==> src/rtl/timer_ctrl_pkg.sv <==
// Shared types and defaults for the timer_ctrl block.
// State and mode enums are used by both the controller and the bench.
package timer_ctrl_pkg;

  localparam int DEFAULT_WIDTH = 7;

  typedef enum logic [1:0] {
    IDLE = 2'd0,
    RUN  = 2'd1,
    HOLD = 2'd2,
    DONE = 2'd3
  } state_e;

  typedef enum logic {
    ONE_SHOT = 1'b0,
    PERIODIC = 1'b1
  } mode_e;

endpackage

==> src/rtl/timer_ctrl_count_core.sv <==
// Plain up-counter used by timer_ctrl.
// When clr and en are both high, clr wins.
module count_core
  import timer_ctrl_pkg::*;
#(
  parameter int WIDTH = DEFAULT_WIDTH
) (
  input  logic             clk,
  input  logic             rst,
  input  logic             clr,
  input  logic             en,
  output logic [WIDTH-1:0] value
);

  always_ff @(posedge clk or negedge rst) begin
    if (!rst) begin
      value <= '0;
    end else if (clr) begin
      value <= '0;
    end else if (en) begin
      value <= value + WIDTH'(1);
    end
  end

endmodule

==> src/rtl/timer_ctrl.sv <==
// Programmable one-shot / periodic timer.
// Holds the FSM, the configuration registers and the tick/done decode.
module timer_ctrl
  import timer_ctrl_pkg::*;
#(
  parameter int WIDTH = DEFAULT_WIDTH
) (
  input  logic             clk,
  input  logic             rst,
  input  logic             cfg_valid,
  output logic             cfg_ready,
  input  logic [WIDTH-1:0] cfg_limit,
  input  logic             cfg_mode,
  input  logic             start,
  input  logic             stop,
  input  logic             pause,
  output logic [WIDTH-1:0] out,
  output logic             busy,
  output logic             tick,
  output logic             done
);

  state_e           state;
  state_e           state_nxt;
  logic [WIDTH-1:0] limit_q;
  mode_e            mode_q;
  logic             cfg_take;
  logic             start_ok;
  logic             at_limit;
  logic             cnt_clr;
  logic             cnt_en;

  assign cfg_take = cfg_valid && cfg_ready;
  // A configuration handshake in the same cycle always beats a start.
  assign start_ok = start && !cfg_valid && (limit_q != '0);
  assign at_limit = (out == limit_q);

  always_ff @(posedge clk or negedge rst) begin
    if (!rst) begin
      limit_q <= '1;
      mode_q  <= ONE_SHOT;
    end else if (cfg_take) begin
      limit_q <= cfg_limit;
      mode_q  <= mode_e'(cfg_mode);
    end
  end

  always_ff @(posedge clk or negedge rst) begin
    if (!rst) begin
      state <= IDLE;
    end else begin
      state <= state_nxt;
    end
  end

  always_comb begin
    state_nxt = state;
    case (state)
      IDLE: begin
        if (start_ok) state_nxt = RUN;
      end
      RUN: begin
        if (stop)                                state_nxt = IDLE;
        else if (pause)                          state_nxt = HOLD;
        else if (at_limit && mode_q == ONE_SHOT) state_nxt = DONE;
      end
      HOLD: begin
        if (stop)        state_nxt = IDLE;
        else if (!pause) state_nxt = RUN;
      end
      DONE: begin
        state_nxt = IDLE;
      end
      default: state_nxt = IDLE;
    endcase
  end

  // The counter only advances in RUN below the limit; every exit to IDLE
  // and every periodic wrap clears it.
  always_comb begin
    cfg_ready = (state == IDLE);
    busy      = (state != IDLE);
    tick      = (state == RUN) && at_limit && !stop && !pause;
    done      = (state == DONE);
    cnt_clr   = 1'b0;
    cnt_en    = 1'b0;
    case (state)
      IDLE: cnt_clr = start_ok;
      RUN: begin
        cnt_clr = stop || (tick && mode_q == PERIODIC);
        cnt_en  = !stop && !pause && !at_limit;
      end
      HOLD: cnt_clr = stop;
      DONE: cnt_clr = 1'b1;
      default: cnt_clr = 1'b1;
    endcase
  end

  count_core #(
    .WIDTH(WIDTH)
  ) u_count_core (
    .clk  (clk),
    .rst  (rst),
    .clr  (cnt_clr),
    .en   (cnt_en),
    .value(out)
  );

endmodule

==> config.mk <==
export PLATFORM = sky130hd
export DESIGN_NAME = timer_ctrl
export DESIGN_NICKNAME = d
export VERILOG_FILES = /design/src/rtl/timer_ctrl_pkg.sv /design/src/rtl/timer_ctrl_count_core.sv /design/src/rtl/timer_ctrl.sv
export SDC_FILE = /design/constraint.sdc
export NUM_CORES = 1
export LEC_CHECK = 0
export ABC_AREA = 1
export CORE_ASPECT_RATIO = 1.4
export CORE_UTILIZATION = 52
export DETAILED_ROUTE_END_ITERATION = 6
export GPL_TIMING_DRIVEN = 0
export MAX_ROUTING_LAYER = met4
export PLACE_DENSITY_LB_ADDON = 0.05
export SYNTH_ARGS = -nofsm -noshare
export SYNTH_HDL_FRONTEND = slang
export SYNTH_SLANG_ARGS = --single-unit
==> constraint.sdc <==
create_clock -name clk -period 2.5 [get_ports clk]
set_input_delay 0.25 -clock clk [delete_from_list [all_inputs] [get_ports clk]]
set_output_delay 0.25 -clock clk [all_outputs]
set_load 0.05 [all_outputs]
==> impl_metrics.tcl, run 1 <==
set metrics [dict create \
    cts_tree "built" \
    rows 18 \
    initial_core_util_pct 57.34 \
    fill_cells 152 \
    first_iter_violations 22 \
    holdBufCountCts 0 \
    yosys.area_share.simple_pct 33.37 \
    finClkSkew_ns 0.002891 \
    period_share_pct 90.46 \
    power_density_mw_per_mm2 887.4 \
    synth_top_family_by_area "simple AND/OR/NAND/NOR gates" \
    synth.avg_cell_area_um2 7.366 \
    ys_seq_area_share_pct 41.51 \
    synth.top_cells.by_count "nand2_1 (40), inv_1 (22), nand3_1 (17)" \
    clk_pin_slew_ns 0.10 \
    synthesis.nets 157 \
    synth-compound-area-share_pct 5.861 \
    synth_largest_area_cell "dfrtp_1" \
    rsz0062_at_grt "false" \
    numCtsBuffers 3 \
    h-tree-depth 1 \
    setup_viol 0 \
    wl_per_cell_um 11.60 \
    drive_gt1_share_pct 11.76 \
    synth_edf_count 0 \
    outcome "finished, final reports clean" \
    drt-pass1-iter-count 4 \
    hp-class "primary input to asynchronous set/reset pin" \
    cap_viol_max_count 0 \
    gp_congestion 0.9018 \
    multi_input_area_um2 506.7 \
    design_area_mm2 0.001336 \
    postCtsResizedCells 1 \
    yosys.cell_types.count 20 \
    areaGrowthSynthToFinish_pct 27.75 \
    clock_sinks 17 \
    place_area_mm2 0.001311 \
    relSlewSlack_pct 50.08 \
    synth.area.mux_share_pct 2.153 \
    synth_most_common_cell "nand2_1" \
    track_usage_pct 24.41 \
    synth_async_sr_flop_share_pct 100.0 \
    cp.arrival_ns 2.01 \
    num_vias 981 \
    gr-total-overflow 0 \
    synthAdderAreaFrac_pct 1.196 \
    synth-seq-cells 17 \
    min_period_ns 2.261 \
    tightest_slew_ns 0.7464 \
    clockBufferDepth 2 \
    register_area_um2 434.2 \
    end_kind "output port" \
    syn_inst 142 \
    setup_tns_ns 0 \
    grt_pass1_wl_mm 3.519 \
    grt_pass1_vias 869 \
    synth_area_leaders "dfrtp_1 (24%), dfstp_2 (18%), nand2_1 (14%), nand3_1 (8.1%), inv_1 (7.9%)" \
    ys_warn_count 0 \
    critPathKind "flop to output port" \
    hpwlAfterDp_mm 1.595 \
    routed_via_density 5.163 \
    ir_drop_mv 0.6721 \
    synth-main-ff-cell "dfrtp_1" \
    cp.required_ns 2.25 \
    worstSetupStartpointType "flop" \
    synth.cell_area_mm2 0.001046 \
    synthXorXnorAreaFrac_pct 5.861 \
    ant_nets 0 \
    port-buffer-count 24 \
    cts_root_buf "clkbuf_4" \
    yosys.area.top_type_share_pct 23.92 \
    post_cts_buffers 0 \
    finalHoldViolCount 0 \
    crit_fanout 3 \
    antenna_cells 0 \
    clkLatencyLatePin_ns 0.30 \
    die_w_um 39.91 \
    core_area_mm2 0.001824 \
    drc 0 \
    die_y_um 55.07 \
    max_freq_ghz 0.4422 \
    grt_max_degree 18 \
    die_area_mm2 0.002197 \
    wirelength_mm 2.204 \
    nets 186 \
    leakagePower_nw 0.6687 \
    maxSlewViolCount 0 \
    top_level_ports 25 \
    grt_antenna_before_repair 0 \
]
==> sequential cells by signal, summed over array words and instances (netlist names) <==
name	count
limit_q	7
mode_q	1
u_count_core.value	7
state	2
==> metrics by stage <==
stage | power [mW] | hold WS [ns] | util [%] | worst slack, ns | std cells
2_1_floorplan | 0.8770 | -0.04559 | - | 0.3571 | 142
3_3_place_gp | 1.013 | 0.4892 | 71.88 | 0.2707 | 186
3_5_place_dp | 1.031 | 0.4937 | 71.88 | 0.2565 | 186
4_1_cts | 1.189 | 0.4127 | 73.25 | 0.2449 | 190
5_1_grt | 1.272 | 0.4569 | 73.25 | 0.1138 | 190
6_report | 1.186 | 0.3851 | 73.25 | 0.2386 | 190
==> metal layers <==
| metal | part of all wire [%] | GRT usage [%] |
|---|---|---|
| met1 | 42 | 29.08 |
| met2 | 50 | 39.25 |
| met3 | 4.6 | 2.400 |
| met4 | 2.7 | 13.79 |
| met5 | 0 | - |
==> layout by cell type (no fill, tap or decap), drive strengths merged <==
master and count:
nor3 3, clkbuf 5, nand3 17, xnor2 2, o21ai 2, xor2 5, a21oi 8, mux2 2
clkdlybuf4s50 23, ha 1, dfstp 7, buf 1, o311a 1, inv 24, dfrtp 10, nor2 17
dlygate4sd2 1, or2 1, nand2 40
==> cell type report <==
cell class | instances | area share [%]
plain buffers | 2 | 1.124
well taps | 20 | 1.873
multi-input cells | 99 | 37.92
repair buffers | 24 | 17.88
inverters | 24 | 6.742
flip-flops and latches | 17 | 32.49
clock buffers | 4 | 1.966
==> critical path, stage by stage (launching register included) <==
cell and delay, ns:
dfstp_2 0.54, inv_1 0.06, nand2_1 0.06, nand2_1 0.06, nor2_1 0.11, nand2_1 0.09
nor2_4 0.13, inv_1 0.05, nor2_1 0.09, dlygate4sd2_1 0.53
==> kinds of logic (layout without fill, tap and decap cells) <==
group / after synthesis / count (layout)
xor+xnor: 7 / 7
compound gates: 11 / 11
simple gates: 78 / 78
buf+inv: 26 / 54
flops: 17 / 17
mux: 2 / 2
fa+ha+maj: 1 / 1
==> path summary, 6_finish.rpt <==
| kind | endpoint | startpoint | slack (ns) | cells after the start |
|---|---|---|---|---|
| worst min register to register | limit_q[3] | limit_q[3] | 0.51 | 2 |
| max in group asynchronous | mode_q | rst | 1.65 | 1 |
| worst max register to register | u_count_core.value[6] | limit_q[6] | 0.81 | 12 |
| min in group clk | limit_q[2] | cfg_limit[2] | 0.48 | 3 |
| worst max-delay path | tick | limit_q[6] | 0.24 | 9 |
| worst min-delay path | u_count_core.value[3] | rst | 0.39 | 1 |
==> power breakdown <==
| group | internal (mW) | switching, mW | total, mW |
|---|---|---|---|
| Sequential | 0.396 | 0.0623 | 0.458 |
| Combinational | 0.220 | 0.358 | 0.578 |
| Clock | 0.0623 | 0.0875 | 0.150 |
| Total | 0.678 | 0.508 | 1.19 |
Note: power is estimated with default switching activity, not from simulation.
==> inputs of run 2 (changes only) <==
- RECOVER_POWER: not set -> 50
==> impl_metrics.tcl, run 2 (synthesized netlist as in run 1, its figures left out) <==
set metrics [dict create \
    fill_cells 156 \
    drc 0 \
    grt_antenna_before_repair 0 \
    port-buffer-count 24 \
    die_y_um 55.07 \
    track_usage_pct 24.41 \
    post_cts_buffers 0 \
    p_sw_mw 0.5003 \
    reg_top3 "limit_q x7, u_count_core.value x7, state x2" \
    initial_core_util_pct 57.34 \
    hp-class "primary input to asynchronous set/reset pin" \
    holdBufCountCts 0 \
    clkLatencyLatePin_ns 0.30 \
    nets 186 \
    cts_root_buf "clkbuf_4" \
    drive_gt1_share_pct 10.00 \
    hpwlAfterDp_mm 1.595 \
    clock_sinks 17 \
    num_vias 973 \
    relSlewSlack_pct 49.56 \
    top_level_ports 25 \
    setup_viol 0 \
    register_area_um2 434.2 \
    rsz0062_at_grt "false" \
    die_area_mm2 0.002197 \
    p_seq_share_pct 38.8 \
    period_share_pct 93.64 \
    areaGrowthSynthToFinish_pct 25.96 \
    h-tree-depth 1 \
    clockPowerShare_pct 12.8 \
    ir_drop_mv 0.6633 \
    gr-total-overflow 0 \
    finalHoldViolCount 0 \
    worstSetupStartpointType "flop" \
    setup_tns_ns 0 \
    design_area_mm2 0.001318 \
    final_common_cell "nand2_1" \
    worst_slack_ns 0.1589 \
    die_w_um 39.91 \
    min_period_ns 2.341 \
    max_stage_delay_ns 0.53 \
    gp_congestion 0.9018 \
    end_kind "output port" \
    critPathKind "flop to output port" \
    outcome "finished, final reports clean" \
    postCtsResizedCells 1 \
    crit_fanout 4 \
    internal_power_mw 0.6718 \
    numCtsBuffers 3 \
    place_area_mm2 0.001311 \
    cp.required_ns 2.25 \
    antenna_cells 0 \
    power_density_mw_per_mm2 889.6 \
    grt_pass1_wl_mm 3.519 \
    pwr-share-comb_pct 48.4 \
    finClkSkew_ns 0.002746 \
    path_cells "or2_4 -> nor3_1 -> inv_2 -> nor2_1 -> dlygate4sd2_1" \
    drt-pass1-iter-count 4 \
    ant_nets 0 \
    grt_max_degree 18 \
    max_freq_ghz 0.4272 \
    cts_tree "built" \
    sw_frac_of_total_pct 42.69 \
    clk_pin_slew_ns 0.10 \
    slowest_stage "dlygate4sd2_1" \
    tightest_slew_ns 0.7541 \
    cap_viol_max_count 0 \
    clockBufferDepth 2 \
    core_area_mm2 0.001824 \
    place_ws_ns 0.2565 \
    wirelength_mm 2.184 \
    cp.arrival_ns 2.09 \
    postLayoutCoreUtil_pct 72.22 \
    maxSlewViolCount 0 \
    leakagePower_nw 0.6648 \
    grt_pass1_vias 869 \
    multi_input_area_um2 488.0 \
    final_cell_mix "nand2_1 (40), inv_1 (22), clkdlybuf4s50_1 (22)" \
    first_iter_violations 19 \
    rows 18 \
    wl_per_cell_um 11.49 \
    routed_via_density 5.121 \
]
## run 2: metal layers
layer,up-vias,track usage [%],share of wire [%]
met5,-,-,0
met4,0,13.79,2.3
met3,5,2.400,4.7
met2,35,39.25,50
met1,436,29.08,42
li1,497,-,-
## run 2: worst max-delay path, delay by kind of cell, from the launching register on
family,cells,cell delay [ns]
simple gates,3,0.78
buf+inv,2,0.60
flops,1,0.42
## run 2: power groups by stage
stage                     clock network [mW]  logic (mW)  registers (mW)
final                                  0.151       0.567           0.455
after global routing                   0.164       0.626           0.468
after CTS                              0.156       0.575           0.458
after detailed placement                   0       0.567           0.464
after global placement                     0       0.554           0.459
after floorplan                            0       0.405           0.472
## run 2: through the flow
stage	total power [mW]	hold slack [ns]	cells
2_1_floorplan	0.8770	-0.04559	142
3_5_place_dp	1.031	0.4937	186
4_1_cts	1.189	0.4127	190
3_3_place_gp	1.013	0.4892	186
6_report	1.172	0.4534	190
5_1_grt	1.258	0.4980	190
## run 2: path summary, 6_finish.rpt
| kind | cells after the start | endpoint | slack [ns] | from |
|---|---|---|---|---|
| min reg2reg | 2 | limit_q[3] | 0.51 | limit_q[3] |
| max in group asynchronous | 1 | mode_q | 1.58 | rst |
| min | 1 | u_count_core.value[3] | 0.45 | rst |
| max | 5 | tick | 0.16 | state[1] |
| max reg2reg | 7 | u_count_core.value[6] | 0.30 | state[1] |
| min in group clk | 3 | limit_q[2] | 0.48 | cfg_limit[2] |
## run 2: layout make-up
| type | count | area share (%) |
|---|---|---|
| multi-input cells | 99 | 37.04 |
| well taps | 20 | 1.899 |
| repair buffers | 24 | 18.14 |
| inverters | 24 | 6.838 |
| flip-flops and latches | 17 | 32.95 |
| clock buffers | 4 | 1.994 |
| plain buffers | 2 | 1.140 |
